<file path="src/rtl/wb_stage.sv">
// Write-back stage: takes one retired instruction from MEM per give/get handshake,
// drives the register-file write port, releases rd to the hazard logic and counts retirements.
module wb_stage #(
  parameter int BITSIZE   = 32,
  parameter int CNT_WIDTH = 64
) (
  input  logic                 clk,
  input  logic                 reset_i,
  input  logic                 MEM_WB_give_i,
  output logic                 WB_MEM_get_o,
  input  logic [31:0]          MEM_WB_instr_i,
  input  logic [BITSIZE-1:0]   MEM_WB_data_i,
  output logic                 WB_RF_we_o,
  output logic [4:0]           WB_RF_addr_o,
  output logic [BITSIZE-1:0]   WB_RF_data_o,
  output logic                 WB_release_o,
  output logic [4:0]           WB_release_rd_o,
  output logic                 WB_illegal_o,
  output logic [CNT_WIDTH-1:0] WB_instret_o
);

  typedef enum logic {GET, WRITE} state_t;

  localparam logic [6:0] OPC_LUI      = 7'b0110111;
  localparam logic [6:0] OPC_AUIPC    = 7'b0010111;
  localparam logic [6:0] OPC_JAL      = 7'b1101111;
  localparam logic [6:0] OPC_JALR     = 7'b1100111;
  localparam logic [6:0] OPC_LOAD     = 7'b0000011;
  localparam logic [6:0] OPC_OP_IMM   = 7'b0010011;
  localparam logic [6:0] OPC_OP       = 7'b0110011;
  localparam logic [6:0] OPC_STORE    = 7'b0100011;
  localparam logic [6:0] OPC_BRANCH   = 7'b1100011;
  localparam logic [6:0] OPC_MISC_MEM = 7'b0001111;
  localparam logic [6:0] OPC_SYSTEM   = 7'b1110011;

  function automatic logic is_write_class(input logic [6:0] opc);
    logic r;
    r = 1'b0;
    case (opc)
      OPC_LUI, OPC_AUIPC, OPC_JAL, OPC_JALR,
      OPC_LOAD, OPC_OP_IMM, OPC_OP: r = 1'b1;
      default:                      r = 1'b0;
    endcase
    return r;
  endfunction

  function automatic logic is_no_write(input logic [6:0] opc);
    logic r;
    r = 1'b0;
    case (opc)
      OPC_STORE, OPC_BRANCH, OPC_MISC_MEM, OPC_SYSTEM: r = 1'b1;
      default:                                         r = 1'b0;
    endcase
    return r;
  endfunction

  // Counter wraps silently at all-ones.
  function automatic logic [CNT_WIDTH-1:0] cnt_inc(input logic [CNT_WIDTH-1:0] v);
    return v + CNT_WIDTH'(1);
  endfunction

  state_t                 state_q, state_nxt;
  logic [6:0]             opc_p1;
  logic [4:0]             rd_p1;
  logic [BITSIZE-1:0]     data_p1;
  logic [CNT_WIDTH-1:0]   instret_cnt;
  logic                   vld_p1;
  logic                   xfer_p0;
  logic                   instr_unused;

  // Only opcode and rd matter once the result is already computed.
  assign instr_unused = ^MEM_WB_instr_i[31:12];

  // Stage p0 -> p1: handshake capture
  assign xfer_p0 = (state_q == GET) && MEM_WB_give_i;

  always_comb begin
    state_nxt = state_q;
    case (state_q)
      GET:     if (MEM_WB_give_i) state_nxt = WRITE;
      WRITE:   state_nxt = GET;
      default: state_nxt = GET;
    endcase
  end

  always_ff @(posedge clk) begin
    if (reset_i) begin
      state_q     <= GET;
      opc_p1      <= '0;
      rd_p1       <= '0;
      data_p1     <= '0;
      instret_cnt <= '0;
    end else begin
      state_q <= state_nxt;
      if (xfer_p0) begin
        opc_p1  <= MEM_WB_instr_i[6:0];
        rd_p1   <= MEM_WB_instr_i[11:7];
        data_p1 <= MEM_WB_data_i;
      end
      if (state_q == WRITE) instret_cnt <= cnt_inc(instret_cnt);
    end
  end

  // Stage p1: write-back outputs, from registered state only
  assign vld_p1 = (state_q == WRITE) && !reset_i;

  always_comb begin
    WB_MEM_get_o    = 1'b0;
    WB_RF_we_o      = 1'b0;
    WB_RF_addr_o    = '0;
    WB_RF_data_o    = '0;
    WB_release_o    = 1'b0;
    WB_release_rd_o = '0;
    WB_illegal_o    = 1'b0;
    WB_instret_o    = '0;
    if (!reset_i) begin
      WB_MEM_get_o = (state_q == GET);
      WB_instret_o = instret_cnt;
    end
    if (vld_p1) begin
      WB_RF_addr_o = rd_p1;
      WB_RF_data_o = data_p1;
      if (is_write_class(opc_p1) && (rd_p1 != 5'd0)) begin
        WB_RF_we_o      = 1'b1;
        WB_release_o    = 1'b1;
        WB_release_rd_o = rd_p1;
      end
      WB_illegal_o = !is_write_class(opc_p1) && !is_no_write(opc_p1);
    end
  end

endmodule

</file>
<file path="config.mk">
export PLATFORM = sky130hd
export DESIGN_NAME = wb_stage
export DESIGN_NICKNAME = d
export VERILOG_FILES = /design/src/rtl/wb_stage.sv
export SDC_FILE = /design/constraint.sdc
export NUM_CORES = 1
export LEC_CHECK = 0
export ABC_AREA = 1
export ABC_CLOCK_PERIOD_IN_PS = 2950
export CAP_MARGIN = 10
export CORE_UTILIZATION = 40
export CTS_CLUSTER_SIZE = 10
export DETAILED_ROUTE_END_ITERATION = 10
export MAX_ROUTING_LAYER = met4
export PLACE_DENSITY = 0.69
export SLEW_MARGIN = 20
export SYNTH_ARGS = -nofsm -noshare
export SYNTH_HDL_FRONTEND = slang
export SYNTH_SLANG_ARGS = --single-unit
</file>
<file path="constraint.sdc">
create_clock -name clk -period 2.95 [get_ports clk]
set_clock_uncertainty 0.1 [all_clocks]
set_input_delay 0.4425 -clock clk [delete_from_list [all_inputs] [get_ports clk]]
set_output_delay 0.4425 -clock clk [all_outputs]
set_load 0.01 [all_outputs]
</file>
==> summary.md, run 1 <==
Power spread over the standard cell area amounts to 363 nW/um^2. The analysis attributes to net switching a power of 751 uW. The net switching fraction of the power was 0.251.

For the count of pins over their slew limit, the log shows 0. The top cell type's share of synthesized area came out at 0.351. Setup repair after global routing left no endpoint under its margin. The number of nets at the end of the flow was 1246. The logs give 0.635 for the worst-case headroom to the max-slew limit and 0.886 for the placer congestion estimate.

At the worst endpoint, the required time is 2410 ps. TritonCTS built the clock tree. The startpoint identified for the worst register-to-register timing path is instret_cnt[1]. The average wire length per cell after detail routing is 12.6 um, and the core area is 15200 sq um.

Summed over all nets, the half-perimeter wirelength after detailed placement is 13.3 mm. The kind of end point of the critical path is an output pin. The number of nets handed over by synthesis was 1105. Launch point of the worst hold path: data_p1[17].

The final cycle utilization of the critical path came out at 0.915. STA classifies the critical path startpoint as a flop. The average footprint of a synthesized cell was 5.99 sq um. For the worst flop-to-flop path, the logic depth is 7. The number of levels the H-tree was split into was 3; the count of max-cap constraint violations was 0. The worst setup path is of the reg2out kind. The antenna violation net count after detailed routing was 0. The first global-routing pass estimated 28.2 mm of wire.

The logs give 0 ps for the post-route setup TNS and 0.271 mV for the largest vdd supply drop. For this design the top-level I/O count stands at 177. The worst stage delay on the critical path works out to 550 ps. The flow ran to the end, and the final reports show no timing, DRC or antenna violations. Internal power comes to 2.25 mW. The global routing usage summed across all routing layers came out at 0.228. The shortest clock period the worst path allows after layout is 2700 ps.

The signal on the critical path passes through nand2_1 -> inv_1 -> nand3_1 -> o21ai_0 -> o21ai_0 -> nor2_1 -> inv_1 -> nor2_1 -> clkdlybuf4s50_1. The initial standard-cell utilization of the core was 0.409. The tools report the mapped cell area as 6220 sq um. The relative contribution of sequential cells to total power came out at 0.512. Instance count along the most critical hold path: 2. The worst hold path terminates at data_p1[17]. For this design the static power due to leakage is 2.86 nW. The via count normalized by instance count is 4.79. Hold is met by 353 ps. 0 antenna diodes ended up in the layout.

The clock latency on the worst-skew pair is 360 ps. The launch point of the critical path was opc_p1[0]. The die is 127 um wide. The tightest min-delay check is of the reg2reg type. The quantity of hold-fixing buffers added after cts is 0.

The die is 127 um tall. The initial antenna violation count was 0. The Yosys step of the flow raised 0 warnings. Number of violations reported at the end of detailed-routing iteration 0: 448. The overall overflow remaining after global route was 0.

The tools report the combinational fraction of design power as 0.091. After clock tree synthesis, the clock-pin slew on the worst setup and hold paths is 70 ps. Across all layers, the routed design uses 6572 vias. For the total count of hold-check failures in the final report, the log shows 0. Buffers inserted during clock tree synthesis total 9. The via count of the first global-routing pass was 5866; the synthesized instance count was 1037. Maximum fanout along the worst path: 3.

Input and output buffers added on the ports amount to 156. The biggest area contributor in the post-synthesis netlist is sky130_fd_sc_hd__dfxtp_1. The tools report the arrival time at the worst endpoint as 2160 ps. The fraction of final layout cells with drive strength greater than 1 was 0.0626; the post-synthesis to final-layout area growth was 32.7%.

The tools report the number of different library cells in the post-synthesis netlist as 29. Setup violations remaining at the end of the flow were counted as 0. The number of DRC violations after detailed routing was 0.

Yosys attributes the largest share of cell area to sky130_fd_sc_hd__dfxtp_1 35%, sky130_fd_sc_hd__nor2_1 16%, sky130_fd_sc_hd__nand2_1 10%, sky130_fd_sc_hd__inv_1 10%, sky130_fd_sc_hd__a21oi_1 6.3%. The slew at the pin closest to its max-slew limit was 545 ps; the clock share of power was 0.397. The setup slack of the most critical reg-to-reg path is 1110 ps.

The endpoint identified for the worst register-to-register timing path is instret_cnt[26]. In this run the clock root is driven by a sky130_fd_sc_hd__clkbuf_16. For this design, the slowest cell found on the critical path is sky130_fd_sc_hd__clkdlybuf4s50_1. The clock net in this run drives a total of 109 sinks. The floorplan step defined a die boundary enclosing 16000 sq um. The total wire length was 17.3 mm; the highest achievable clock rate was 371 MHz. The post-synthesis sequential element count came out at 109.

The cell row count came out at 45. The number of detailed-route iterations in the first pass is 5. In this run the deepest clock path goes through 2 buffers.

The sequential share of the synthesized area was 0.351; the largest net degree at the start of global routing was 83. Fill cells in the final layout number 1564.
[timing repair]
item / 4_1_cts / 5_1_grt
gates resized for setup: 0 / 1
hold endpoints to repair: 0 / 0
endpoints found under the setup margin: 0 / 1
buffers inserted: 0 / 0
[power by group through the flow]
| stage | Sequential [mW] | Combinational [mW] | Clock [mW] |
|---|---|---|---|
| finish | 1.54 | 0.273 | 1.19 |
| global route | 1.54 | 0.309 | 1.27 |
| CTS | 1.54 | 0.276 | 1.21 |
| detailed placement | 1.57 | 0.275 | 0 |
| global placement | 1.57 | 0.272 | 0 |
| floorplan | 1.57 | 0.150 | 0 |
[area by class of cell]
class / instances / area (sq um) / share of cell area
inverters: 171 / 642 / 0.0778
clock buffers: 10 / 239 / 0.0290
clock inverters: 6 / 46.3 / 0.00561
flip-flops and latches: 109 / 2180 / 0.264
multi-input cells: 724 / 3260 / 0.395
repair buffers: 163 / 1650 / 0.200
well taps: 188 / 235 / 0.0285
[placed cells by master, fill, tap and decap left out, types with 2 or more instances in the layout]
| cell type | instances |
|---|---|
| sky130_fd_sc_hd__nand2_2 | 15 |
| sky130_fd_sc_hd__xor2_1 | 6 |
| sky130_fd_sc_hd__nand2_1 | 168 |
| sky130_fd_sc_hd__inv_1 | 166 |
| sky130_fd_sc_hd__inv_2 | 4 |
| sky130_fd_sc_hd__and2_1 | 7 |
| sky130_fd_sc_hd__nor2_2 | 21 |
| sky130_fd_sc_hd__buf_12 | 3 |
| sky130_fd_sc_hd__buf_4 | 4 |
| sky130_fd_sc_hd__clkbuf_16 | 9 |
| sky130_fd_sc_hd__clkinvlp_4 | 2 |
| sky130_fd_sc_hd__nand3_1 | 53 |
| sky130_fd_sc_hd__nor3_1 | 19 |
| sky130_fd_sc_hd__nor2_1 | 257 |
| sky130_fd_sc_hd__clkdlybuf4s50_1 | 155 |
| sky130_fd_sc_hd__nand4_1 | 10 |
| sky130_fd_sc_hd__dfxtp_1 | 109 |
| sky130_fd_sc_hd__a21oi_1 | 78 |
| sky130_fd_sc_hd__o21ai_0 | 72 |
| sky130_fd_sc_hd__nor2_4 | 9 |
| sky130_fd_sc_hd__clkinv_4 | 2 |
| sky130_fd_sc_hd__o21ai_1 | 2 |
[synthesized netlist by cell type, drive strengths merged]
master,instances
nor3,20
and2,7
nand4,10
nand2,183
o21a,1
buf,8
a22o,1
a31oi,1
a21oi,78
clkbuf,25
inv,169
dfxtp,109
xor2,6
o21ai,74
nor3b,1
clkinv,2
o22ai,1
nor2,287
ha,1
nand3,53
[cell families (layout without fill, tap and decap cells)]
logic type,count (synthesis),after routing,synth area share
and+or+nand+nor,561,561,0.386
adders and majority gates,1,1,0.00201
DFF,109,109,0.351
xor gates and xnor gates,6,6,0.00845
buffers and inverters,204,350,0.125
AOI/OAI and AO/OA,156,156,0.127
[flip-flops by register name (all words and copies together) (netlist names)]
name / flops
rd_p1: 5
data_p1: 32
opc_p1: 7
instret_cnt: 64
state_q: 1
[worst max-delay path by stage]
stage | endpoint | slack, ps | depth (start not counted)
finish | WB_release_rd_o[0] | 250 | 9
floorplan | WB_instret_o[53] | 1090 | 4
global route | WB_release_rd_o[0] | 10 | 9
CTS | WB_illegal_o | 110 | 6
detailed placement | WB_illegal_o | 360 | 6
global placement | WB_illegal_o | 380 | 6
[through the flow]
step                cell area (sq um)  std cells  total power, mW   util  setup slack [ps]
CTS                              8250       1371             3.02  0.543               108
global placement                 7960       1355             1.84  0.524               378
global route                     8250       1371             3.12  0.543              13.2
finish                           8250       1371             3.00  0.543               251
floorplan                        6220       1037             1.72      -              1090
detailed placement               7960       1355             1.85  0.524               358
[layer usage]
| layer | up-vias | global-route usage | wire (um) |
|---|---|---|---|
| met5 | - | - | 0 |
| met4 | 0 | 0.0819 | 378 |
| met3 | 24 | 0.0489 | 1300 |
| met2 | 210 | 0.361 | 7750 |
| met1 | 2855 | 0.287 | 7850 |
| li1 | 3483 | - | - |
[worst max-delay path, delay by kind of cell, from the launching register on]
family,cells,cell delay (ps)
flip-flops,1,330
AO/OA/AOI/OAI,2,280
buffers and inverters,3,740
AND/OR/NAND/NOR,4,460
Note: power is estimated with default switching activity, not from simulation.
==> run 2: changes to the inputs <==
ABC_AREA = unset   (was 1)
PLACE_DENSITY = 0.71   (was 0.69)
==> summary.md, run 2 <==
The tools report the core area as 13400 sq um. For the number of DRC violations after detailed routing, the log shows 0. The final cycle utilization of the critical path is 0.949.

The type of the worst setup path was reg2out. For this block, the routed nets add up to 15.2 mm of wire. The half-perimeter wire length of the detailed placement result is 10.7 mm. The die outline area came out at 14400 sq um. The flip-flop count of the largest register, all copies and words added is 64, and the number of nets at the end of the flow is 950.

The power density relative to cell area is 391 nW/um^2. The vertical die dimension is 120 um, and the antenna cell count is 0. The number of placed I/O pins was 177; the largest vdd supply drop was 0.240 mV. Required time reported for the critical path endpoint: 2410 ps. The total count of hold-check failures in the final report is 0, and the clock-pin slew on the worst setup and hold paths is 70 ps.

Yosys printed 0 warnings. By area the synthesized netlist is led by sky130_fd_sc_hd__dfxtp_1 39%, sky130_fd_sc_hd__nand2_1 7.8%, sky130_fd_sc_hd__nor2b_1 6.7%, sky130_fd_sc_hd__a21oi_1 6.4%, sky130_fd_sc_hd__and2_1 4.9%. The cell leakage power is 2.57 nW. Counting the fill cells in the layout gives 1310. The synthesized design contains 0 enable-type register cells. Setup violations remaining at the end of the flow were counted as 0.

Top cell type's share of synthesized area: 0.392. Leaving out fill and tap cells, the most frequent cell in the layout is sky130_fd_sc_hd__clkdlybuf4s50_1. The logs give 0 ps for the post-route setup TNS and 0 for the buffer count from post-CTS setup fixing. Across the run, the number of max-cap violations was 0. Each instance of the synthesized netlist takes up on average 7.58 sq um.

Across all setup checks in the final design, the least slack found is 150 ps. The path class of the tightest hold or removal check is reg2reg. The initial antenna violation count was 0. From synthesis to final layout, the design area changed by 37.5%. The tools report the nature of the critical path startpoint as a flop. The shortest clock period the worst path allows after layout was 2800 ps; the wire length of the first global-routing pass was 24.3 mm.

The top cell type by total area after synthesis is sky130_fd_sc_hd__dfxtp_1. The die is 120 um wide. The count of pins over their slew limit came out at 0. The global routing usage summed across all routing layers was 0.217; the synthesized instance count was 734.

Library cell with the highest instance count after synthesis: sky130_fd_sc_hd__nand2_1. For the initial standard-cell utilization of the core, the log shows 0.415. The logs give 42 for the cell row count and 0 for the antenna violation net count after detailed routing. The most used flip-flop cell after synthesis is sky130_fd_sc_hd__dfxtp_1.

For this block, the initial DRC count from the detailed router was 461. The tools report the kind of end point of the critical path as an output pin. By count the netlist is led by 116 x sky130_fd_sc_hd__nand2_1, 109 x sky130_fd_sc_hd__dfxtp_1, 71 x sky130_fd_sc_hd__a21oi_1.

The tools report the quantity of hold-fixing buffers added after cts as 0. The cell area that synthesis handed to floorplanning was 5560 sq um. The number of gates resized after CTS came out at 0. The logs give 357 MHz for the highest achievable clock rate and 0.849 for the placer congestion estimate. When the netlist entered floorplanning its net count stood at 802. Counting the buffers created by CTS gives 9. Setup repair after global routing left no endpoint under its margin. The tools report the clock net sink count as 109. For the worst-skew pair, the clock arrives at the later sink with an insertion delay of 350 ps.

The clock tree synthesis step divided the H-tree into 3 levels. For the pin with the worst max-slew slack, the measured transition is 715 ps. For the sequential share of the synthesized area, the log shows 0.392. The library cells used most frequently in the layout, excluding fill and tap cells, are 155 x sky130_fd_sc_hd__clkdlybuf4s50_1, 116 x sky130_fd_sc_hd__nand2_1, 109 x sky130_fd_sc_hd__dfxtp_1. After detailed routing, the number of vias per cell comes to 5.17.

The fraction of final layout cells with drive strength greater than 1 came out at 0.0564. For the worst-case headroom to the max-slew limit, the log shows 0.524. Counting flops per register, the top entry is instret_cnt. The pre-antenna-repair detailed-routing pass consisted of 5 iterations. The post-synthesis async set-or-reset flop share was 0; the worst slack after detailed placement was 313 ps. The flow ran to the end, and the final reports show no timing, DRC or antenna violations. The logs give 2260 ps for the arrival time at the worst endpoint and 4920 for the via count of the first global-routing pass.

Entering global routing, the biggest net connects 80 pins. Synthesis inferred 109 register bits. After synthesis, the netlist uses 44 different library cells. The largest registers in the layout are instret_cnt x64, data_p1 x32, opc_p1 x7.

The average wire length per cell after detail routing is 14.3 um, and the number of I/O port buffers is 156. TritonCTS built the clock tree. The detailed router placed 5493 vias in this run. The clock tree buffer depth was 2. Clock tree synthesis selected as its root buffer the cell sky130_fd_sc_hd__clkbuf_16. The maximum fanout along the worst path is 7, and the overall overflow remaining after global route is 0.
## run 2: cell types whose count changed after synthesis, moves of 37 or more
cell,delta
sky130_fd_sc_hd__and2_1,+37
sky130_fd_sc_hd__inv_1,-155
sky130_fd_sc_hd__nand2_1,-53
sky130_fd_sc_hd__nor2_1,-193
sky130_fd_sc_hd__nor2b_1,+60
sky130_fd_sc_hd__o21ai_0,-58
## run 2: critical path, stage by stage, from the launching register on
cell and delay [ps]:
sky130_fd_sc_hd__dfxtp_1 500, sky130_fd_sc_hd__nor2b_2 230, sky130_fd_sc_hd__nand3_1 90, sky130_fd_sc_hd__a21oi_1 360
sky130_fd_sc_hd__o21a_1 210, sky130_fd_sc_hd__clkdlybuf4s50_1 530
## run 2: through the flow
step                utilization  hold slack, ps  std cells  area [sq um]  power, mW
global route              0.571             374       1063          7650       3.12
global placement          0.548             338       1047          7350       1.79
detailed placement        0.548             342       1047          7350       1.79
CTS                       0.571             352       1063          7650       3.03
finish                    0.571             350       1063          7650       2.99
floorplan                     -             332        734          5560       1.68
## run 2: area by class of cell
class | count | area, sq um | share of cell area
multi-input cells | 571 | 3170 | 0.414
clock inverters | 5 | 58.8 | 0.00769
inverters | 11 | 41.3 | 0.00540
flip-flops and latches | 109 | 2180 | 0.285
repair buffers | 180 | 1740 | 0.227
well taps | 176 | 220 | 0.0288
clock buffers | 11 | 243 | 0.0317
## run 2: power by group
group | switching (mW) | total, mW | leakage [nW] | internal, mW
clock network | 0.556 | 1.24 | 0.142 | 0.684
registers | 0.0220 | 1.53 | 0.886 | 1.51
logic | 0.115 | 0.224 | 1.55 | 0.109
total | 0.693 | 2.99 | 2.57 | 2.30
## run 2: final timing paths
kind	from	endpoint	slack, ps	cells past startpoint
worst max-delay path	state_q	WB_RF_we_o	150	5
worst min-delay path	data_p1[19]	data_p1[19]	350	2
worst max register to register	instret_cnt[14]	instret_cnt[58]	270	5
worst min register to register	data_p1[19]	data_p1[19]	350	2
## run 2: cells by family after synthesis
kind of cell,synth area share
adder cells (fa/ha/maj),0.00225
AND/OR/NAND/NOR,0.404
flip-flops,0.392
AO/OA/AOI/OAI,0.0992
XOR/XNOR,0.0567
buffers and inverters,0.0394
multiplexers,0.00585
## run 2: per-layer routing
metal	up-vias	wire length, um	global-route usage
met5	-	0	-
met4	0	237	0.0734
met3	17	786	0.0323
met2	174	6990	0.338
met1	2481	7170	0.286
li1	2821	-	-
==> run 3: changes to the inputs <==
ABC_AREA = 1   (was unset)
PLACE_DENSITY = 0.69   (was 0.71)
==> results of run 3 <==
The final DEF is identical to that of run 1; final timing and power are the same.
